### config.mk
export PLATFORM = sky130hd
export DESIGN_NAME = cgra_kernel_launcher_flat
export DESIGN_NICKNAME = d
export VERILOG_FILES = /design/src/rtl/cgra_kernel_launcher_pkg.sv /design/src/rtl/cgra_kernel_launcher_if.sv /design/src/rtl/cgra_launch_sync.sv /design/src/rtl/cgra_kernel_launcher.sv /design/src/flat_wrapper.sv
export SDC_FILE = /design/constraint.sdc
export NUM_CORES = 1
export LEC_CHECK = 0
export CAP_MARGIN = 20
export CORE_MARGIN = 1.5
export CORE_UTILIZATION = 52
export CTS_BUF_LIST = sky130_fd_sc_hd__clkbuf_8
export DETAILED_ROUTE_END_ITERATION = 10
export PLACE_DENSITY = 0.83
export SLEW_MARGIN = 30
export SYNTH_ARGS = -nofsm -noshare
export SYNTH_HDL_FRONTEND = slang
export SYNTH_HIERARCHICAL = 1
export SYNTH_SLANG_ARGS = --single-unit
### constraint.sdc
create_clock -name Clk -period 3.6 [get_ports Clk]
set_clock_uncertainty 0.2 [all_clocks]
set_input_delay 0.36 -clock Clk [delete_from_list [all_inputs] [get_ports Clk]]
set_output_delay 0.36 -clock Clk [all_outputs]
set_load 0.03 [all_outputs]
### src/rtl/cgra_kernel_launcher_pkg.sv
// Shared types and defaults for the CGRA kernel launcher.
// The optional Done synchronizer is selected by CGRA_LAUNCH_DONE_SYNC_EN.
package cgra_kernel_launcher_pkg;

    localparam int CNT_WIDTH_DEF  = 32;
    localparam int LCNT_WIDTH_DEF = 16;

    typedef enum logic [1:0] {
        ST_IDLE    = 2'd0,
        ST_START   = 2'd1,
        ST_RELEASE = 2'd2
    } launch_state_e;

endpackage

### src/rtl/cgra_kernel_launcher_if.sv
// Host/CGRA handshake bundle for the kernel launcher.
// The master modport is the launcher; the slave modport is the host and the CGRA together.
interface cgra_kernel_launcher_if
    import cgra_kernel_launcher_pkg::*;
#(
    parameter int CNT_WIDTH  = CNT_WIDTH_DEF,
    parameter int LCNT_WIDTH = LCNT_WIDTH_DEF
);
    logic                  Launch_Req;
    logic                  Launch_Ack;
    logic [CNT_WIDTH-1:0]  Timeout_Limit;
    logic                  Clear_Status;
    logic                  Computation_Start;
    logic                  Computation_Done;
    logic                  Busy;
    logic                  Done_Sticky;
    logic                  Timeout_Err;
    logic                  Kernel_Irq;
    logic [CNT_WIDTH-1:0]  Cycle_Count;
    logic [LCNT_WIDTH-1:0] Launch_Count;

    modport master (
        input  Launch_Req, Timeout_Limit, Clear_Status, Computation_Done,
        output Launch_Ack, Computation_Start, Busy, Done_Sticky, Timeout_Err,
               Kernel_Irq, Cycle_Count, Launch_Count
    );

    modport slave (
        output Launch_Req, Timeout_Limit, Clear_Status, Computation_Done,
        input  Launch_Ack, Computation_Start, Busy, Done_Sticky, Timeout_Err,
               Kernel_Irq, Cycle_Count, Launch_Count
    );

endinterface

### src/rtl/cgra_launch_sync.sv
// Two-flop reset-to-0 synchronizer for Computation_Done.
// Instantiated only when CGRA_LAUNCH_DONE_SYNC_EN is defined.
module cgra_launch_sync (
    input  logic clk_i,
    input  logic rst_ni,
    input  logic d_i,
    output logic q_o
);
    logic ff1_q, ff2_q;

    always_ff @(posedge clk_i or negedge rst_ni) begin
        if (!rst_ni) begin
            ff1_q <= 1'b0;
            ff2_q <= 1'b0;
        end else begin
            ff1_q <= d_i;
            ff2_q <= ff1_q;
        end
    end

    assign q_o = ff2_q;

endmodule

### src/rtl/cgra_kernel_launcher.sv
// Host-side initiator of the four-phase CGRA Start/Done handshake with timeout,
// sticky status and completion IRQ. Define CGRA_LAUNCH_DONE_SYNC_EN to synchronize Done.
module cgra_kernel_launcher
    import cgra_kernel_launcher_pkg::*;
#(
    parameter int CNT_WIDTH  = CNT_WIDTH_DEF,
    parameter int LCNT_WIDTH = LCNT_WIDTH_DEF
) (
    input logic                  Clk,
    input logic                  Resetn,
    cgra_kernel_launcher_if.master bus
);
    localparam logic [CNT_WIDTH-1:0]  CNT_ONE  = {{(CNT_WIDTH-1){1'b0}}, 1'b1};
    localparam logic [LCNT_WIDTH-1:0] LCNT_ONE = {{(LCNT_WIDTH-1){1'b0}}, 1'b1};

    launch_state_e         state_q, state_d;
    logic                  start_q, start_d;
    logic                  busy_q, busy_d;
    logic                  abort_q, abort_d;
    logic                  sticky_q, sticky_d;
    logic                  terr_q, terr_d;
    logic                  irq_q, irq_d;
    logic [CNT_WIDTH-1:0]  cnt_q, cnt_d;
    logic [LCNT_WIDTH-1:0] lcnt_q, lcnt_d;
    logic                  ack_c;
    logic                  set_done, set_to;
    logic                  done_s;

`ifdef CGRA_LAUNCH_DONE_SYNC_EN
    cgra_launch_sync u_done_sync (
        .clk_i  (Clk),
        .rst_ni (Resetn),
        .d_i    (bus.Computation_Done),
        .q_o    (done_s)
    );
`else
    assign done_s = bus.Computation_Done;
`endif

    always_comb begin
        state_d  = state_q;
        start_d  = start_q;
        abort_d  = abort_q;
        cnt_d    = cnt_q;
        lcnt_d   = lcnt_q;
        irq_d    = 1'b0;
        ack_c    = 1'b0;
        set_done = 1'b0;
        set_to   = 1'b0;

        unique case (state_q)
            ST_IDLE: begin
                // A stale Done blocks acceptance; the request simply stays pending.
                if (Resetn && bus.Launch_Req && !done_s) begin
                    ack_c   = 1'b1;
                    state_d = ST_START;
                    start_d = 1'b1;
                    cnt_d   = '0;
                end
            end
            ST_START: begin
                if (cnt_q != '1) cnt_d = cnt_q + CNT_ONE;
                // Done is tested first so it wins a same-cycle race with the timeout.
                if (done_s) begin
                    state_d = ST_RELEASE;
                    start_d = 1'b0;
                end else if (bus.Timeout_Limit != '0 &&
                             cnt_q == bus.Timeout_Limit - CNT_ONE) begin
                    state_d = ST_RELEASE;
                    start_d = 1'b0;
                    abort_d = 1'b1;
                end
            end
            ST_RELEASE: begin
                if (!done_s) begin
                    state_d  = ST_IDLE;
                    irq_d    = 1'b1;
                    lcnt_d   = lcnt_q + LCNT_ONE;
                    set_done = !abort_q;
                    set_to   = abort_q;
                    abort_d  = 1'b0;
                end
            end
            default: begin
                state_d = ST_IDLE;
                start_d = 1'b0;
            end
        endcase

        // A set in the same cycle as Clear_Status takes priority.
        sticky_d = set_done ? 1'b1 : (bus.Clear_Status ? 1'b0 : sticky_q);
        terr_d   = set_to   ? 1'b1 : (bus.Clear_Status ? 1'b0 : terr_q);
        busy_d   = (state_d != ST_IDLE);
    end

    always_ff @(posedge Clk or negedge Resetn) begin
        if (!Resetn) begin
            state_q  <= ST_IDLE;
            start_q  <= 1'b0;
            busy_q   <= 1'b0;
            abort_q  <= 1'b0;
            sticky_q <= 1'b0;
            terr_q   <= 1'b0;
            irq_q    <= 1'b0;
            cnt_q    <= '0;
            lcnt_q   <= '0;
        end else begin
            state_q  <= state_d;
            start_q  <= start_d;
            busy_q   <= busy_d;
            abort_q  <= abort_d;
            sticky_q <= sticky_d;
            terr_q   <= terr_d;
            irq_q    <= irq_d;
            cnt_q    <= cnt_d;
            lcnt_q   <= lcnt_d;
        end
    end

    // Ack is the only Mealy output so acceptance lands in the request cycle.
    assign bus.Launch_Ack        = ack_c;
    assign bus.Computation_Start = start_q;
    assign bus.Busy              = busy_q;
    assign bus.Done_Sticky       = sticky_q;
    assign bus.Timeout_Err       = terr_q;
    assign bus.Kernel_Irq        = irq_q;
    assign bus.Cycle_Count       = cnt_q;
    assign bus.Launch_Count      = lcnt_q;

endmodule

### src/flat_wrapper.sv
// flat-port wrapper written by rule: the top's interface ports become plain ports
module cgra_kernel_launcher_flat import cgra_kernel_launcher_pkg::*;
#(
    parameter int CNT_WIDTH  = CNT_WIDTH_DEF,
    parameter int LCNT_WIDTH = LCNT_WIDTH_DEF
)
  (Clk, Resetn, bus_Launch_Req, bus_Timeout_Limit, bus_Clear_Status, bus_Computation_Done, bus_Launch_Ack, bus_Computation_Start, bus_Busy, bus_Done_Sticky, bus_Timeout_Err, bus_Kernel_Irq, bus_Cycle_Count, bus_Launch_Count);
  cgra_kernel_launcher_if #(.CNT_WIDTH(CNT_WIDTH), .LCNT_WIDTH(LCNT_WIDTH)) bus_i ();
  input logic Clk;
  input logic Resetn;
  input wire logic [$bits(bus_i.Launch_Req)-1:0] bus_Launch_Req;
  input wire logic [$bits(bus_i.Timeout_Limit)-1:0] bus_Timeout_Limit;
  input wire logic [$bits(bus_i.Clear_Status)-1:0] bus_Clear_Status;
  input wire logic [$bits(bus_i.Computation_Done)-1:0] bus_Computation_Done;
  output wire logic [$bits(bus_i.Launch_Ack)-1:0] bus_Launch_Ack;
  output wire logic [$bits(bus_i.Computation_Start)-1:0] bus_Computation_Start;
  output wire logic [$bits(bus_i.Busy)-1:0] bus_Busy;
  output wire logic [$bits(bus_i.Done_Sticky)-1:0] bus_Done_Sticky;
  output wire logic [$bits(bus_i.Timeout_Err)-1:0] bus_Timeout_Err;
  output wire logic [$bits(bus_i.Kernel_Irq)-1:0] bus_Kernel_Irq;
  output wire logic [$bits(bus_i.Cycle_Count)-1:0] bus_Cycle_Count;
  output wire logic [$bits(bus_i.Launch_Count)-1:0] bus_Launch_Count;
  assign bus_i.Launch_Req = bus_Launch_Req;
  assign bus_i.Timeout_Limit = bus_Timeout_Limit;
  assign bus_i.Clear_Status = bus_Clear_Status;
  assign bus_i.Computation_Done = bus_Computation_Done;
  assign bus_Launch_Ack = bus_i.Launch_Ack;
  assign bus_Computation_Start = bus_i.Computation_Start;
  assign bus_Busy = bus_i.Busy;
  assign bus_Done_Sticky = bus_i.Done_Sticky;
  assign bus_Timeout_Err = bus_i.Timeout_Err;
  assign bus_Kernel_Irq = bus_i.Kernel_Irq;
  assign bus_Cycle_Count = bus_i.Cycle_Count;
  assign bus_Launch_Count = bus_i.Launch_Count;
  cgra_kernel_launcher #(.CNT_WIDTH(CNT_WIDTH), .LCNT_WIDTH(LCNT_WIDTH)) u_core (.Clk(Clk), .Resetn(Resetn), .bus(bus_i));
endmodule
# Word level (Yosys, flattened, before mapping)

Cells that the tools add are included.

Register bits after elaboration: 56
Input port bits: 37
Word-level logic and storage cells: 67

$add $sub $neg: 3
Eq/ne operators: 10
Muxes and demuxes: 27
Bitwise operators: 2
Reduce and logical (&&, ||, !) cells: 16

Operators with widths:

| kind                                                                  | number |
|---|---|
| 32-bit 2-to-1 mux                                                     | 2 |
| 32-bit case mux with 2 select lines                                   | 1 |
| 32-bit by 1-bit adder with 32-bit output (second input constant)      | 1 |
| 32-bit == test                                                        | 1 |
| 32-bit != test (second input constant)                                | 1 |
| 32-bit nonzero test                                                   | 1 |
| 32-bit by 1-bit subtractor with 32-bit output (second input constant) | 1 |
| 1-bit 2-to-1 mux                                                      | 17 |
| 16-bit by 1-bit adder with 16-bit output (second input constant)      | 1 |
| 2-bit nonzero test                                                    | 5 |
| 2-bit 2-to-1 mux                                                      | 4 |
| 2-bit by 1-bit != test with 1-bit output (second input constant)      | 3 |
| 2-bit case mux with 3 select lines                                    | 1 |
| 3-bit AND reduction                                                   | 2 |
| 2-bit != test (second input constant)                                 | 2 |
| 4-bit AND reduction                                                   | 1 |
| 1-bit logical AND                                                     | 3 |
| 3-bit by 2-bit != test with 1-bit output (second input constant)      | 1 |
| 1-bit case mux with 3 select lines                                    | 1 |
| 2-bit by 1-bit == test with 1-bit output (second input constant)      | 1 |
| 2-bit == test (second input constant)                                 | 1 |
| 1-bit logical NOT                                                     | 2 |
| 2-bit logical NOT                                                     | 1 |
| 1-bit inverter                                                        | 2 |
| 2 further kinds                                                       | 2 |

# Longest topological paths before layout

Gate-level depths: netlist (run 1).

Depth after elaboration: 7
Mapped depth: 10

# Least setup slack after synthesis (run 1)

OpenSTA, ideal clock, no wires.

Kind: input to register
From: input port bus_Timeout_Limit[4]
To: register u_core.start_q (netlist: u_core/bus.Computation_Start)
Library setup time: 126 ps
Data arrival time: 2651 ps
Data required time: 3274 ps
Setup slack: 623 ps
Stages: 10
Buffers on the path: 2
Cell sequence: buf_2 -> or3_1 -> buf_2 -> or4_4 -> nor4_4 -> mux2i_1 -> mux2i_1 -> o21ai_1 -> nand4_1 -> a221o_1

Longest elaborated chain between the ends: 5
Elaborated cells between the ends (all ways): 6
Those cells by class: 1 x add/sub; 2 x eq/ne; 3 x reduce/logical

RTL lines:

| item                                                        | line                        | source |
|---|---|---|
| start, declared                                             | flat_wrapper.sv:12          | `input wire logic [$bits(bus_i.Timeout_Limit)-1:0] bus_Timeout_Limit;` |
| 32-bit by 1-bit subtractor with 32-bit output               | cgra_kernel_launcher.sv:68  | `cnt_q == bus.Timeout_Limit - CNT_ONE) begin` |
| 32-bit == test                                              | cgra_kernel_launcher.sv:68  |  |
| 1-bit logical AND *                                         | cgra_kernel_launcher.sv:67  | `end else if (bus.Timeout_Limit != '0 &&` |
| 3-bit by 2-bit != test with 1-bit output (no source line) * | --                          |  |
| 3-bit AND reduction (no source line) *                      | --                          |  |
| end signal, assigned                                        | cgra_kernel_launcher.sv:109 | `start_q <= start_d;` |
| end, declared                                               | cgra_kernel_launcher.sv:17  | `logic start_q, start_d;` |

Every way passes the cells marked *; elsewhere a longest branch is shown, timed or not.
A chain may end at the register's enable or synchronous reset.

# Worst setup path after layout (run 1)

From: input port bus_Timeout_Limit[0]
To: register u_core.start_q (netlist: u_core/bus.Computation_Start)

The elaborated chain is that of the path after synthesis.

==> results of run 1 <==
==> area by class of cell <==
cell class	instances	area, um2	share of cell area [%]
timing repair buffer	122	1140	21.9
clock inverter	2	11.3	0.217
inverter	9	33.8	0.651
multi-input combinational	371	2400	46.3
clock buffer	6	82.6	1.59
tap	99	124	2.39
sequential	56	1400	27.0
==> per-layer routing <==
layer / track usage (%) / vias up / wire, um
met5: 0 / - / 0
li1: - / 1848 / -
met4: 8.67 / 0 / 190
met3: 3.14 / 14 / 631
met2: 44.2 / 138 / 5220
met1: 37.9 / 1825 / 4850
==> worst max-delay path, cell delays in order <==
cell and delay (ps):
clkdlybuf4s50_1 470, or4_1 610, buf_4 190, xnor2_1 120, a2111oi_0 480, buf_4 190, nand4_1 110, nor4_2 220
nand4_1 230, a221o_1 350
==> placed cells by master, fill, tap and decap left out, drive strengths merged, types with 4 or more instances in the layout <==
cell type	count
nand3	17
nor3	20
buf	33
clkdlybuf4s50	89
o211ai	4
inv	10
or3	9
and2	6
clkbuf	6
a21oi	11
xor2	39
nand4	19
and4	8
o21ai	19
nor2	54
xnor2	42
nor3b	4
and3	13
nor4	11
mux2i	4
or4	7
dfrtp	56
nand2	38
==> cell families after synthesis <==
kind of cell / share of synthesized area, %
AOI/OAI and AO/OA: 10.8
buffers and inverters: 2.57
adders and majority gates: 0.963
and+or+nand+nor: 30.2
DFF: 36.0
xor gates and xnor gates: 18.2
muxes: 1.32
==> stage by stage <==
stage | std cells | utilization [%] | worst slack, ps | TNS (ps)
2_1_floorplan | 451 | - | 623 | 0
3_3_place_gp | 657 | 70.3 | -48.2 | -54.7
3_5_place_dp | 657 | 70.3 | -53.8 | -66.9
4_1_cts | 665 | 71.6 | 265 | 0
5_1_grt | 665 | 71.6 | 47.4 | 0
6_report | 665 | 71.6 | 279 | 0
==> power by group through the flow <==
| stage | Combinational, mW | Sequential (mW) | Clock, mW |
|---|---|---|---|
| CTS | 0.459 | 0.757 | 0.362 |
| global route | 0.490 | 0.767 | 0.385 |
| finish | 0.459 | 0.757 | 0.351 |
| floorplan | 0.182 | 0.816 | 0 |
| detailed placement | 0.456 | 0.768 | 0 |
| global placement | 0.446 | 0.765 | 0 |
==> registers in the layout, indices dropped and copies added (netlist names) <==
register,count
u_core/bus.Cycle_Count,32
u_core/bus.Launch_Count,16
u_core/state_q,2
u_core/abort_q,1
u_core/bus.Busy,1
u_core/bus.Computation_Start,1
u_core/bus.Done_Sticky,1
u_core/bus.Kernel_Irq,1
u_core/bus.Timeout_Err,1
==> worst min-delay path by stage <==
stage	from	to	slack [ps]	depth (start not counted)
after floorplan	Resetn	u_core/abort_q$_DFFE_PN0P_	-140	0
after global placement	u_core/bus.Launch_Count[8]$_DFFE_PN0P_	u_core/bus.Launch_Count[8]$_DFFE_PN0P_	270	1
after detailed placement	u_core/bus.Launch_Count[15]$_DFFE_PN0P_	u_core/bus.Launch_Count[15]$_DFFE_PN0P_	280	1
after CTS	Resetn	u_core/bus.Cycle_Count[29]$_DFFE_PN0P_	40	2
after global routing	Resetn	u_core/bus.Cycle_Count[28]$_DFFE_PN0P_	80	2
final	Resetn	u_core/bus.Cycle_Count[31]$_DFFE_PN0P_	20	2
==> impl_metrics.csv, run 1 <==
group,metric,value,unit
run_status,status,"finished clean",
sta,clock.fmax,301,MHz
layout,area_growth,33.2,%
synth,syn_area_per_cell,8.64,um2
layout,diodes,0,
cts,clk_pin_slew,90,ps
sta,rsz0062_at_grt,"no",
layout,final_area,5190,um2
placed_design,place_congestion,0.894,
global_route,grt_pass1_vias,3468,
drt,routed_wl,10.9,mm
synth,synth_nets,491,
setup_path,crit_fanout,5,
setup_path,required,3600,ps
power,ir_worst_vdd,402,uV
setup_path,r2r_start,"u_core/bus.Cycle_Count[2]$_DFFE_PN0P_",
global_route,grt_pass1_wl,16.7,mm
setup_path,endpoint,"u_core/bus.Computation_Start$_DFFE_PN0P_",
setup_path,cp.arrival,3320,ps
synth,synth_seq_cells,56,
synth,ys.flop_type,"dfrtp_1",
sta,slew_violations,0,
setup_path,reg2regPathDepth,8,
setup_path,reg2reg_to,"u_core/bus.Cycle_Count[29]$_DFFE_PN0P_",
floorplanning,die_h,89.6,um
cts,clk_path_buf_depth,2,
floorplanning,start_util,53.7,%
synth,ys_seq_area_share,36.0,%
sta,tightest_slew,905,ps
global_route,antenna_found_initial,0,
drt,drt_iter0_drc,161,
placed_design,hpwl,8.36,mm
power,switching_share,33.4,%
cts,hold_buffers,0,
cts,ctsRootBufferMaster,"clkbuf_8",
setup_path,crit_path_start,"bus_Timeout_Limit[0]",
power,p_per_area,302,nW/um2
cts,clk-insertion-delay-late,300,ps
synth,synthArstFlopShare,100,%
drt,drt_pass1_iterations,5,
setup_path,reg2reg_slack,650,ps
power,combinationalPowerShare,29.3,%
synth,synth_area,3900,um2
setup_path,critPathCaptureType,"register",
power,switchingPower,0.524,mW
power,p_total,1.57,mW
power,power_frac_seq,48.3,%
synth,netlist_instances,451,
floorplanning,num_io_pins,91,
floorplanning,fp.dieW,89.6,um
cts,tritoncts,"done",
global_route,grt_max_degree,57,
placed_design,post_dp_cell_area,5100,um2
drt,wl_per_cell,16.4,um
floorplanning,dieArea,8020,um2
sta,slew-limit-headroom,39.3,%
sta,timing_hold_violations_final,0,
power,power_leakage,2.09,nW
hold_path,hp-class,"input port to asynchronous set/reset pin",
synth,netlist_top_cells_count,"56 x dfrtp_1, 54 x nor2_1, 42 x xnor2_1",
sta,hold_ws,20.0,ps
cts,ctsHtreeMaxLevel,2,
cts,cts_resized,0,
synth,synth_edf_count,0,
layout,nets,605,
synth,synthDistinctLibCells,56,
sta,period_needed,3320,ps
cts,cts_made_buffers,5,
cts,cts_setup_buffers,0,
drt,vias,3825,
drt,drc,0,
synth,ys_warn_count,6,
drt,via_per_inst,5.75,
layout,fillCellCount,579,
floorplanning,core_area,7250,um2
power,p_int,1.04,mW
power,clockPowerShare,22.4,%
layout,drive_gt1_share,9.72,%
placed_design,io_buffer_count,90,
global_route,grt_remaining_overflow,0,
floorplanning,row_count,31,
synth,synth_top_area_share,36.0,%
setup_path,startpoint_type,"input port",
cts,cts_num_sinks,56,
synth,yosys-top-cells-area,"dfrtp_1 36%, xnor2_1 9.4%, xor2_1 8.8%",
drt,ant_nets,0,
setup_path,worstSetupPathType,"input port to register",
sta,final-setup-viol-count,0,
job,drv_cap,0,
global_route,track_usage,27.2,%
sta,period_share,92.2,%
synth,yosys.cell_count.top_type,"dfrtp_1",
synth,synth_area_leader_cell,"dfrtp_1",
(Power assumes the default switching activity.)
==> run 2, diff against run 1 <==
- TNS_END_PERCENT: unset -> 100
==> results of run 2 <==
No change in the layout: final DEF, timing and power equal those of run 1.
==> run 3, diff against run 2 <==
- CTS_CLUSTER_SIZE: unset -> 20
==> results of run 3 <==
No change in the layout: final DEF, timing and power equal those of run 1.
